===== config.mk =====
export PLATFORM = sky130hd
export DESIGN_NAME = csa_tree_pipe_flat
export DESIGN_NICKNAME = d
export VERILOG_FILES = /design/src/rtl/csa_pkg.sv /design/src/rtl/csa_tree_pipe_if.sv /design/src/rtl/csa_row.sv /design/src/rtl/csa_tree_pipe.sv /design/src/flat_wrapper.sv
export SDC_FILE = /design/constraint.sdc
export NUM_CORES = 1
export LEC_CHECK = 0
export CAP_MARGIN = 20
export CORE_ASPECT_RATIO = 0.5
export CORE_MARGIN = 2
export CORE_UTILIZATION = 52
export CTS_CLUSTER_SIZE = 14
export DETAILED_ROUTE_END_ITERATION = 16
export PLACE_DENSITY = 0.84
export SYNTH_ARGS = -nofsm -noshare
export SYNTH_HDL_FRONTEND = slang
export SYNTH_SLANG_ARGS = --single-unit

===== constraint.sdc =====
create_clock -name clk -period 3.2 [get_ports clk]
set_input_delay 0.48 -clock clk [delete_from_list [all_inputs] [get_ports clk]]
set_output_delay 0.48 -clock clk [all_outputs]
set_load 0.1 [all_outputs]

===== src/rtl/csa_pkg.sv =====
// Level and row bookkeeping for the carry-save reduction tree.
// Each level turns n rows into 2*floor(n/3) + (n mod 3) rows; the tree stops at 2 rows.
package csa_pkg;
   localparam int MAX_NOPS = 16;
   localparam int MAX_LVLS = 8;

   // Row count seen at the input of every level; index 0 is the operand count.
   typedef int row_tab_t [0:MAX_LVLS];

   function automatic int csa_next(input int n);
      return (n > 2) ? 2 * (n / 3) + (n % 3) : n;
   endfunction

   function automatic int csa_rows(input int n, input int lvl);
      int r;
      r = n;
      for (int i = 0; i < MAX_LVLS; i++) begin
         if (i < lvl) r = csa_next(r);
      end
      return r;
   endfunction

   function automatic int csa_levels(input int n);
      int l;
      l = 0;
      for (int i = 0; i < MAX_LVLS; i++) begin
         if (csa_rows(n, i) > 2) l = l + 1;
      end
      return l;
   endfunction

   function automatic row_tab_t csa_row_tab(input int n);
      row_tab_t t;
      for (int i = 0; i <= MAX_LVLS; i++) t[i] = csa_rows(n, i);
      return t;
   endfunction
endpackage


===== src/rtl/csa_tree_pipe_if.sv =====
// Operand-bundle / sum-carry handshake bundle of csa_tree_pipe.
// out_result is present only when CSA_FINAL_ADD_EN is defined.
interface csa_tree_pipe_if #(
   parameter int WIDTH = 8,
   parameter int NOPS  = 6
);
   localparam int OW = WIDTH + $clog2(NOPS);

   logic                  in_valid;
   logic                  in_ready;
   logic [NOPS*WIDTH-1:0] in_ops;
   logic                  out_valid;
   logic                  out_ready;
   logic [OW-1:0]         out_sum;
   logic [OW-1:0]         out_carry;
`ifdef CSA_FINAL_ADD_EN
   logic [OW-1:0]         out_result;
`endif

   modport slave (
      input  in_valid, in_ops, out_ready,
      output in_ready, out_valid, out_sum, out_carry
`ifdef CSA_FINAL_ADD_EN
      , output out_result
`endif
   );

   modport master (
      output in_valid, in_ops, out_ready,
      input  in_ready, out_valid, out_sum, out_carry
`ifdef CSA_FINAL_ADD_EN
      , input out_result
`endif
   );
endinterface


===== src/rtl/csa_row.sv =====
// One row of 3:2 compressor cells over a W-bit slice; carry returned weight-aligned.
// Purely combinational, no handshake.
module csa_row #(
   parameter int W = 8
) (
   input  logic [W-1:0] a,
   input  logic [W-1:0] b,
   input  logic [W-1:0] c,
   output logic [W-1:0] s,
   output logic [W-1:0] cy
);
   logic [W-2:0] maj;

   // three_to_two_comp cells; the majority of the top bit would land outside W and is never formed.
   for (genvar i = 0; i < W; i++) begin : g_cell
      assign s[i] = a[i] ^ b[i] ^ c[i];
      if (i < W - 1) begin : g_maj
         assign maj[i] = (a[i] ^ b[i]) ? c[i] : a[i];
      end
   end

   assign cy = {maj, 1'b0};
endmodule


===== src/rtl/csa_tree_pipe.sv =====
// Pipelined carry-save tree: NOPS unsigned WIDTH-bit operands -> sum/carry pair (CSA_FINAL_ADD_EN adds out_result).
// Latency LVLS cycles, LVLS+1 when CSA_FINAL_ADD_EN adds the final carry-propagate stage.
// Backpressure: one global stall, in_ready = !out_valid | out_ready; all stages hold while stalled.
module csa_tree_pipe
   import csa_pkg::*;
#(
   parameter int WIDTH = 8,
   parameter int NOPS  = 6
) (
   input logic            clk,
   input logic            rst,
   csa_tree_pipe_if.slave bus
);
   localparam int OW   = WIDTH + $clog2(NOPS);
   localparam int LVLS = csa_levels(NOPS);
`ifdef CSA_FINAL_ADD_EN
   localparam int NST  = LVLS + 1;
`else
   localparam int NST  = LVLS;
`endif

   typedef logic [OW-1:0] row_t;

   if (NOPS < 3 || NOPS > MAX_NOPS || WIDTH < 1) begin : g_bad_cfg
      $error("csa_tree_pipe: NOPS must be 3..16 and WIDTH at least 1");
   end

   logic           en;
   logic [NST-1:0] vld_q;
   logic [NST-1:0] vld_d;
   row_t           in_rows [NOPS];
   row_t           lvl_d   [1:LVLS][MAX_NOPS];
   row_t           lvl_q   [1:LVLS][MAX_NOPS];

   assign en = !vld_q[NST-1] || bus.out_ready;

   for (genvar k = 0; k < NOPS; k++) begin : g_in
      assign in_rows[k] = {{(OW - WIDTH){1'b0}}, bus.in_ops[k*WIDTH +: WIDTH]};
   end

   for (genvar l = 1; l <= LVLS; l++) begin : g_lvl
      localparam int NI = csa_rows(NOPS, l - 1);
      localparam int NO = csa_rows(NOPS, l);
      localparam int NG = NI / 3;

      row_t src [NI];

      for (genvar r = 0; r < NI; r++) begin : g_src
         if (l == 1) begin : g_first
            assign src[r] = in_rows[r];
         end else begin : g_prev
            assign src[r] = lvl_q[l-1][r];
         end
      end

      for (genvar g = 0; g < NG; g++) begin : g_csa
         csa_row #(.W(OW)) u_row (
            .a  (src[3*g]),
            .b  (src[3*g+1]),
            .c  (src[3*g+2]),
            .s  (lvl_d[l][2*g]),
            .cy (lvl_d[l][2*g+1])
         );
      end

      // Rows left over after grouping by three ride through this level untouched.
      for (genvar p = 0; p < NI - 3*NG; p++) begin : g_pass
         assign lvl_d[l][2*NG+p] = src[3*NG+p];
      end

      for (genvar r = NO; r < MAX_NOPS; r++) begin : g_zero
         assign lvl_d[l][r] = '0;
      end

      always_ff @(posedge clk) begin
         if (rst) begin
            lvl_q[l] <= '{default: '0};
         end else if (en) begin
            lvl_q[l] <= lvl_d[l];
         end
      end
   end

   // Valid shifts one stage per enabled cycle; bit NST-1 is out_valid.
   always_comb begin
      vld_d = vld_q;
      if (en) vld_d = NST'({vld_q, bus.in_valid});
   end

   always_ff @(posedge clk) begin
      if (rst) vld_q <= '0;
      else     vld_q <= vld_d;
   end

`ifdef CSA_FINAL_ADD_EN
   row_t sum_q, sum_d;
   row_t car_q, car_d;
   row_t res_q, res_d;

   always_comb begin
      sum_d = sum_q;
      car_d = car_q;
      res_d = res_q;
      if (en) begin
         sum_d = lvl_q[LVLS][0];
         car_d = lvl_q[LVLS][1];
         res_d = lvl_q[LVLS][0] + lvl_q[LVLS][1];
      end
   end

   always_ff @(posedge clk) begin
      if (rst) begin
         sum_q <= '0;
         car_q <= '0;
         res_q <= '0;
      end else begin
         sum_q <= sum_d;
         car_q <= car_d;
         res_q <= res_d;
      end
   end

   assign bus.out_sum    = sum_q;
   assign bus.out_carry  = car_q;
   assign bus.out_result = res_q;
`else
   assign bus.out_sum    = lvl_q[LVLS][0];
   assign bus.out_carry  = lvl_q[LVLS][1];
`endif

   assign bus.out_valid = vld_q[NST-1];
   assign bus.in_ready  = en;
endmodule


===== src/flat_wrapper.sv =====
// flat-port wrapper written by rule: the top's interface ports become plain ports
module csa_tree_pipe_flat import csa_pkg::*;
#(
   parameter int WIDTH = 8,
   parameter int NOPS  = 6
)
  (clk, rst, bus_in_valid, bus_in_ops, bus_out_ready, bus_in_ready, bus_out_valid, bus_out_sum, bus_out_carry);
  csa_tree_pipe_if #(.WIDTH(WIDTH), .NOPS(NOPS)) bus_i ();
  input logic clk;
  input logic rst;
  input wire logic [$bits(bus_i.in_valid)-1:0] bus_in_valid;
  input wire logic [$bits(bus_i.in_ops)-1:0] bus_in_ops;
  input wire logic [$bits(bus_i.out_ready)-1:0] bus_out_ready;
  output wire logic [$bits(bus_i.in_ready)-1:0] bus_in_ready;
  output wire logic [$bits(bus_i.out_valid)-1:0] bus_out_valid;
  output wire logic [$bits(bus_i.out_sum)-1:0] bus_out_sum;
  output wire logic [$bits(bus_i.out_carry)-1:0] bus_out_carry;
  assign bus_i.in_valid = bus_in_valid;
  assign bus_i.in_ops = bus_in_ops;
  assign bus_i.out_ready = bus_out_ready;
  assign bus_in_ready = bus_i.in_ready;
  assign bus_out_valid = bus_i.out_valid;
  assign bus_out_sum = bus_i.out_sum;
  assign bus_out_carry = bus_i.out_carry;
  csa_tree_pipe #(.WIDTH(WIDTH), .NOPS(NOPS)) u_core (.clk(clk), .rst(rst), .bus(bus_i));
endmodule

**Word-level counts from Yosys, hierarchy flattened**

Memory sizes are Yosys's and may differ from the RTL's.
Cells that the tools add are included.
Widths: inputs -> output; s select.

- Register bits: 3
- Memory bits (writable): 120
- Bits of input ports: 52
- Output and inout bits: 24
- Logic and storage cells: 127
- Memories: 1

Memories:

| name | words | bits a word | rd ports | clocked after memory_dff | write ports | RTL line | RTL |
|---|---|---|---|---|---|---|---|
| u_core.lvl_q | 3 | 40 | 3 | 0 | 3 | csa_tree_pipe.sv:33 | `row_t lvl_q [1:LVLS][MAX_NOPS];` |

- Multiplexer cells: 44
- Bitwise logic cells: 79
- Reduce and logical (&&, ||, !) cells: 2

Operator list:

| kind | number |
|---|---|
| $mux 40 | 3 |
| $xor 1x1->1 | 74 |
| $mux 1 | 41 |
| $or 1x1->1 | 3 |
| $xor 1x1->1 const B | 2 |
| $logic_not 1->1 | 1 |
| $logic_or 1x1->1 | 1 |

**Logic depth before layout (Yosys ltp)**

- Depth in word-level cells: 6
- Mapped depth: 6

**Hierarchy**

Synthesis repeated with hierarchy kept, for this count alone.

- Cell total of the unflattened synthesis: 326
- Area total of the unflattened synthesis: 5,908.2 sq um

Modules (own cells, without submodules):

| module | times used | cells an instance | area an instance (sq um) | seq. area each (sq um) |
|---|---|---|---|---|
| csa_tree_pipe | 1 | 234 | 4,416.7 | 3,032.9 |
| csa_row | 4 | 23 | 372.9 | 0.0 |

**Least setup slack after synthesis**

OpenSTA, ideal clock, no wires.

- Path kind: reg-to-reg
- Start point: register u_core.vld_q[2]
- End point: register u_core.lvl_q[0][100] (netlist name)
- Data arrival time: 2,565 ps
- Path slack: -131 ps
- Stages on the path, launching flop included: 3
- Buffers on the path: 0
- Clock period less this slack: 3,331 ps
- Cells stage by stage: dfxtp_1 > nor2b_4 > nand2b_1

RTL lines:

| item | RTL line | RTL |
|---|---|---|
| from (decl) | csa_tree_pipe.sv:29 | `logic [NST-1:0] vld_q;` |
| from (signal assigned) | csa_tree_pipe.sv:92 | `else vld_q <= vld_d;` |

==> summary by stage <==
Drt
The number of detailed-routing iterations run before antenna repair is 4. The overall via count from detail_route is ~2300. The average vias per placed instance is 4.92. The post-detailed-route wirelength per cell is 13.4 µm. The DRC marker count from the first detailed-route iteration is 112.

Summed over all layers, the routed wires come to roughly 6.4 mm. In this run the remaining antenna-violating nets after routing total 0. For this run, design rule violations remaining after detail routing come to 0.

Timing
The setup-violating endpoint count in the final report is 0. The worst-case setup margin in the final layout is ~0.9 ns. The total negative setup slack is 0 ns. At the pin with the least slew margin, the transition time is between 1 and 1.5 ns.

The maximum frequency from static timing analysis is 0.434 GHz. Setup repair after global routing left no endpoint under its margin. Dividing the final minimum period by the clock period gives 0.720. The worst pin sits at a relative slew slack of 0.326.

The post-layout minimum cycle time is 2.30 ns. On the final layout, the worst clock skew is around 0.0065 ns. The number of endpoints with negative hold slack in the final report is 0. The number of max-slew violations in the final report is 0.

Finish
The total of fill cells in the finished design is 520. The share of layout cells above drive strength 1 is 0.139. After the last flow step, the layout net total stands at 430. The share of the core filled with cells in the final layout is 0.671.

The area growth from synthesis to final layout is 26.6%. Summing all multi-input logic gate instances after layout gives between 1000 and 1500 µm². The repair_antennas step left the layout with diodes totalling 0. Across the whole layout, storage elements account for around 2300 µm².

Synthesis
The sequential area share after synthesis is 0.597. Yosys mapped the design onto 22 distinct sky130hd cell types. Of the total synthesized cell area, the portion taken by AND, OR, NAND and NOR gates is 0.0983. By area, the combinational part of the netlist is dominated by XOR/XNOR gates.

The post-synthesis instance area is 3820 µm². Of the total synthesized cell area, the portion taken by full adders, half adders and majority gates is 0.00328. Of the total synthesized cell area, the portion taken by XOR and XNOR cells is 0.142. The synthesized area per cell is roughly 13 µm².

The portion of synthesized area spent on multiplexers is 0. The share of the synthesized area in compound gates (AO/OA/AOI/OAI) came to 0.112. After technology mapping, the gate count stands at 303.

The count of yosys warnings during synthesis is 0. The synthesized design contains between 70 and 80 register bits.

Die
In this run the horizontal extent of the chip is between 100 and 150 µm. For this configuration, the core starts out at a cell density of 0.530. In this run the vertical extent of the chip is 64.6 µm.

The total area inside the core boundary comes to 7210 µm². During I/O placement, the number of pins put on the boundary was 76. The count of standard-cell rows is 22. The floorplan step defined a die boundary enclosing ~8000 µm².

Placed design
At the placement stage, the worst setup path has a slack of between 0.9 and 1 ns. Input and output buffers added on the ports amount to 70. The half-perimeter wire length of the detailed placement result is ~4.4 mm. At the end of routability-driven placement, the weighted congestion stood at between 0.7 and 0.8.

CTS
The tree built by TritonCTS fans out to between 70 and 80 sinks. The later-pin clock latency in the skew report is ~0.33 ns. The clock tree synthesis step divided the H-tree into 3 levels. The total setup buffers inserted after CTS is 0. In this run, post-CTS hold repair placed 0 buffers.

The post-CTS clock slew at the launch and capture registers of the worst setup and hold paths is around 0.05 ns. The tree is rooted in a sky130_fd_sc_hd__clkbuf_16. TritonCTS built the clock tree. The number of buffers on the longest clock path is 2. The number of buffers created by CTS is 9.

The number of gates resized after CTS was 0.

Worst setup path
The arrival time of the worst setup path is about 1.8 ns. The worst setup path is launched from a flip-flop. Together, buffers and inverters on the worst path number 1. The startpoint of the lowest-slack register-to-register path is u_core.vld_q[2]$_SDFFE_PP0P_. Grouping stages by cell kind, the critical path spends the most delay in buffers and inverters. On the worst path, the slowest cell contributes a delay of ~1.2 ns. The launch point of the critical path is u_core.lvl_q[0][155]$_SDFFCE_PN0P_.

Along the worst path, the maximum fanout reaches 1. The critical path class is reg -> out. STA classifies the critical path endpoint as a primary output.

The data required time of the worst path is about 2.7 ns. The slowest library cell on the worst path is sky130_fd_sc_hd__clkdlybuf4s50_1. Traced cell by cell, the critical path runs through clkdlybuf4s50_1.

Global route
The initial antenna violation count is 0. The number of global-route vias before repair was 2335. The most crowded layer after global routing is met2. The met2 usage is 0.320. The first-pass GRT wire length is 10.1 mm. In the global route stage, overall resource usage came out at 0.164. Entering global routing, the biggest net connects 63 pins.

In the global route stage, met3 resource usage came out at 0.0545. The global-route met1 utilization is 0.156. Summed over all layers, the global routing overflow is 0.

Worst hold path
The tightest min-delay check is of the reg -> reg type. The worst min-delay path startpoint is u_core.vld_q[1]$_SDFFE_PP0P_.

Pwr
The power per unit of standard cell area is 601 nW/µm². The highest ir drop seen on vdd is just over 0.0003 V. The static power due to leakage is roughly 0.0018 µW.

Job
The number of max-cap violations is 0.

Outcome
The flow ran to the end, and the final reports show no timing, DRC or antenna violations.
==> cell usage after synthesis (all sizes together) <==
cell,instances,share of area
a21oi,33,0.072
and2,12,0.020
buf,12,0.043
clkbuf,1,0.00098
conb,1,0.00098
dfxtp,3,0.016
edfxtp,74,0.58
ha,1,0.0033
inv,1,0.0016
nand2,35,0.034
nand2b,2,0.0039
nor2,34,0.037
nor2b,1,0.0036
o21ai,31,0.041
xnor2,31,0.071
xor2,31,0.071
==> flip-flops by register name (all words and copies together), names as in the netlist <==
signal / count
u_core.lvl_q: 74
u_core.vld_q: 3
==> logic make-up after synthesis <==
logic type | count (synthesis)
and+or+nand+nor | 84
xor gates and xnor gates | 62
buffers and inverters | 14
AOI/OAI and AO/OA | 64
other | 1
DFF | 77
adders and majority gates | 1
==> power by group <==
group / internal (µW) / leakage [µW] / switching (µW) / total, µW
Clock: 669 / 0.000144 / 362 / 1030
Combinational: 218 / 0.000774 / 375 / 593
Sequential: 1220 / 0.000894 / 61.3 / 1280
Total: 2110 / 0.00181 / 798 / 2910
==> metrics by stage <==
step | total power (µW) | area, µm² | hold WS (ns) | std cells
2_1_floorplan | 1740 | 3840 | 0.426 | 307
3_3_place_gp | 1870 | 4530 | 0.438 | 462
3_5_place_dp | 1900 | 4530 | 0.459 | 462
4_1_cts | 2930 | 4840 | 0.467 | 477
5_1_grt | 3010 | 4840 | 0.490 | 477
6_report | 2910 | 4840 | 0.466 | 477
==> final cells by class <==
| type | instances | area share |
|---|---|---|
| Clock buffer | 9 | 0.0466 |
| Clock inverter | 6 | 0.0163 |
| Inverter | 1 | 0.00129 |
| Multi-Input combinational cell | 216 | 0.287 |
| Sequential cell | 77 | 0.472 |
| Tap cell | 96 | 0.0248 |
| Timing Repair Buffer | 72 | 0.153 |
==> path summary, 6_finish.rpt <==
kind              cells after the start  slack, ns                                end
setup / recovery                      1       0.90                     bus_out_sum[6]
hold / removal                        2       0.47       u_core.vld_q[1]$_SDFFE_PP0P_
setup reg to reg                      3       1.68  u_core.lvl_q[0][74]$_SDFFCE_PN0P_
hold reg to reg                       2       0.47       u_core.vld_q[1]$_SDFFE_PP0P_
==> placed cells by master (no fill, tap or decap) <==
cell type / n
sky130_fd_sc_hd__nand2_1: 35
sky130_fd_sc_hd__xnor2_1: 31
sky130_fd_sc_hd__o21ai_0: 31
sky130_fd_sc_hd__edfxtp_1: 74
sky130_fd_sc_hd__conb_1: 5
sky130_fd_sc_hd__clkbuf_16: 9
sky130_fd_sc_hd__buf_12: 2
sky130_fd_sc_hd__a21oi_2: 29
sky130_fd_sc_hd__a21oi_1: 4
sky130_fd_sc_hd__dfxtp_1: 3
sky130_fd_sc_hd__nand2b_2: 1
sky130_fd_sc_hd__nor2_1: 29
sky130_fd_sc_hd__nand2b_4: 1
sky130_fd_sc_hd__clkdlybuf4s50_1: 69
sky130_fd_sc_hd__inv_4: 1
sky130_fd_sc_hd__clkinv_1: 3
sky130_fd_sc_hd__nor2b_4: 1
sky130_fd_sc_hd__buf_4: 1
sky130_fd_sc_hd__nor2_2: 5
sky130_fd_sc_hd__ha_1: 1
sky130_fd_sc_hd__clkinvlp_4: 1
sky130_fd_sc_hd__and2_1: 12
sky130_fd_sc_hd__xor2_1: 31
sky130_fd_sc_hd__bufinv_16: 2
==> layer usage <==
| metal | wire length, µm | vias to the layer above |
|---|---|---|
| met1 | 2350 | 1089 |
| li1 | - | 1187 |
| met5 | 0 | - |
| met3 | 300 | 16 |
| met4 | 163 | 0 |
| met2 | 3590 | 56 |
Power figures use the tool's default switching activity.
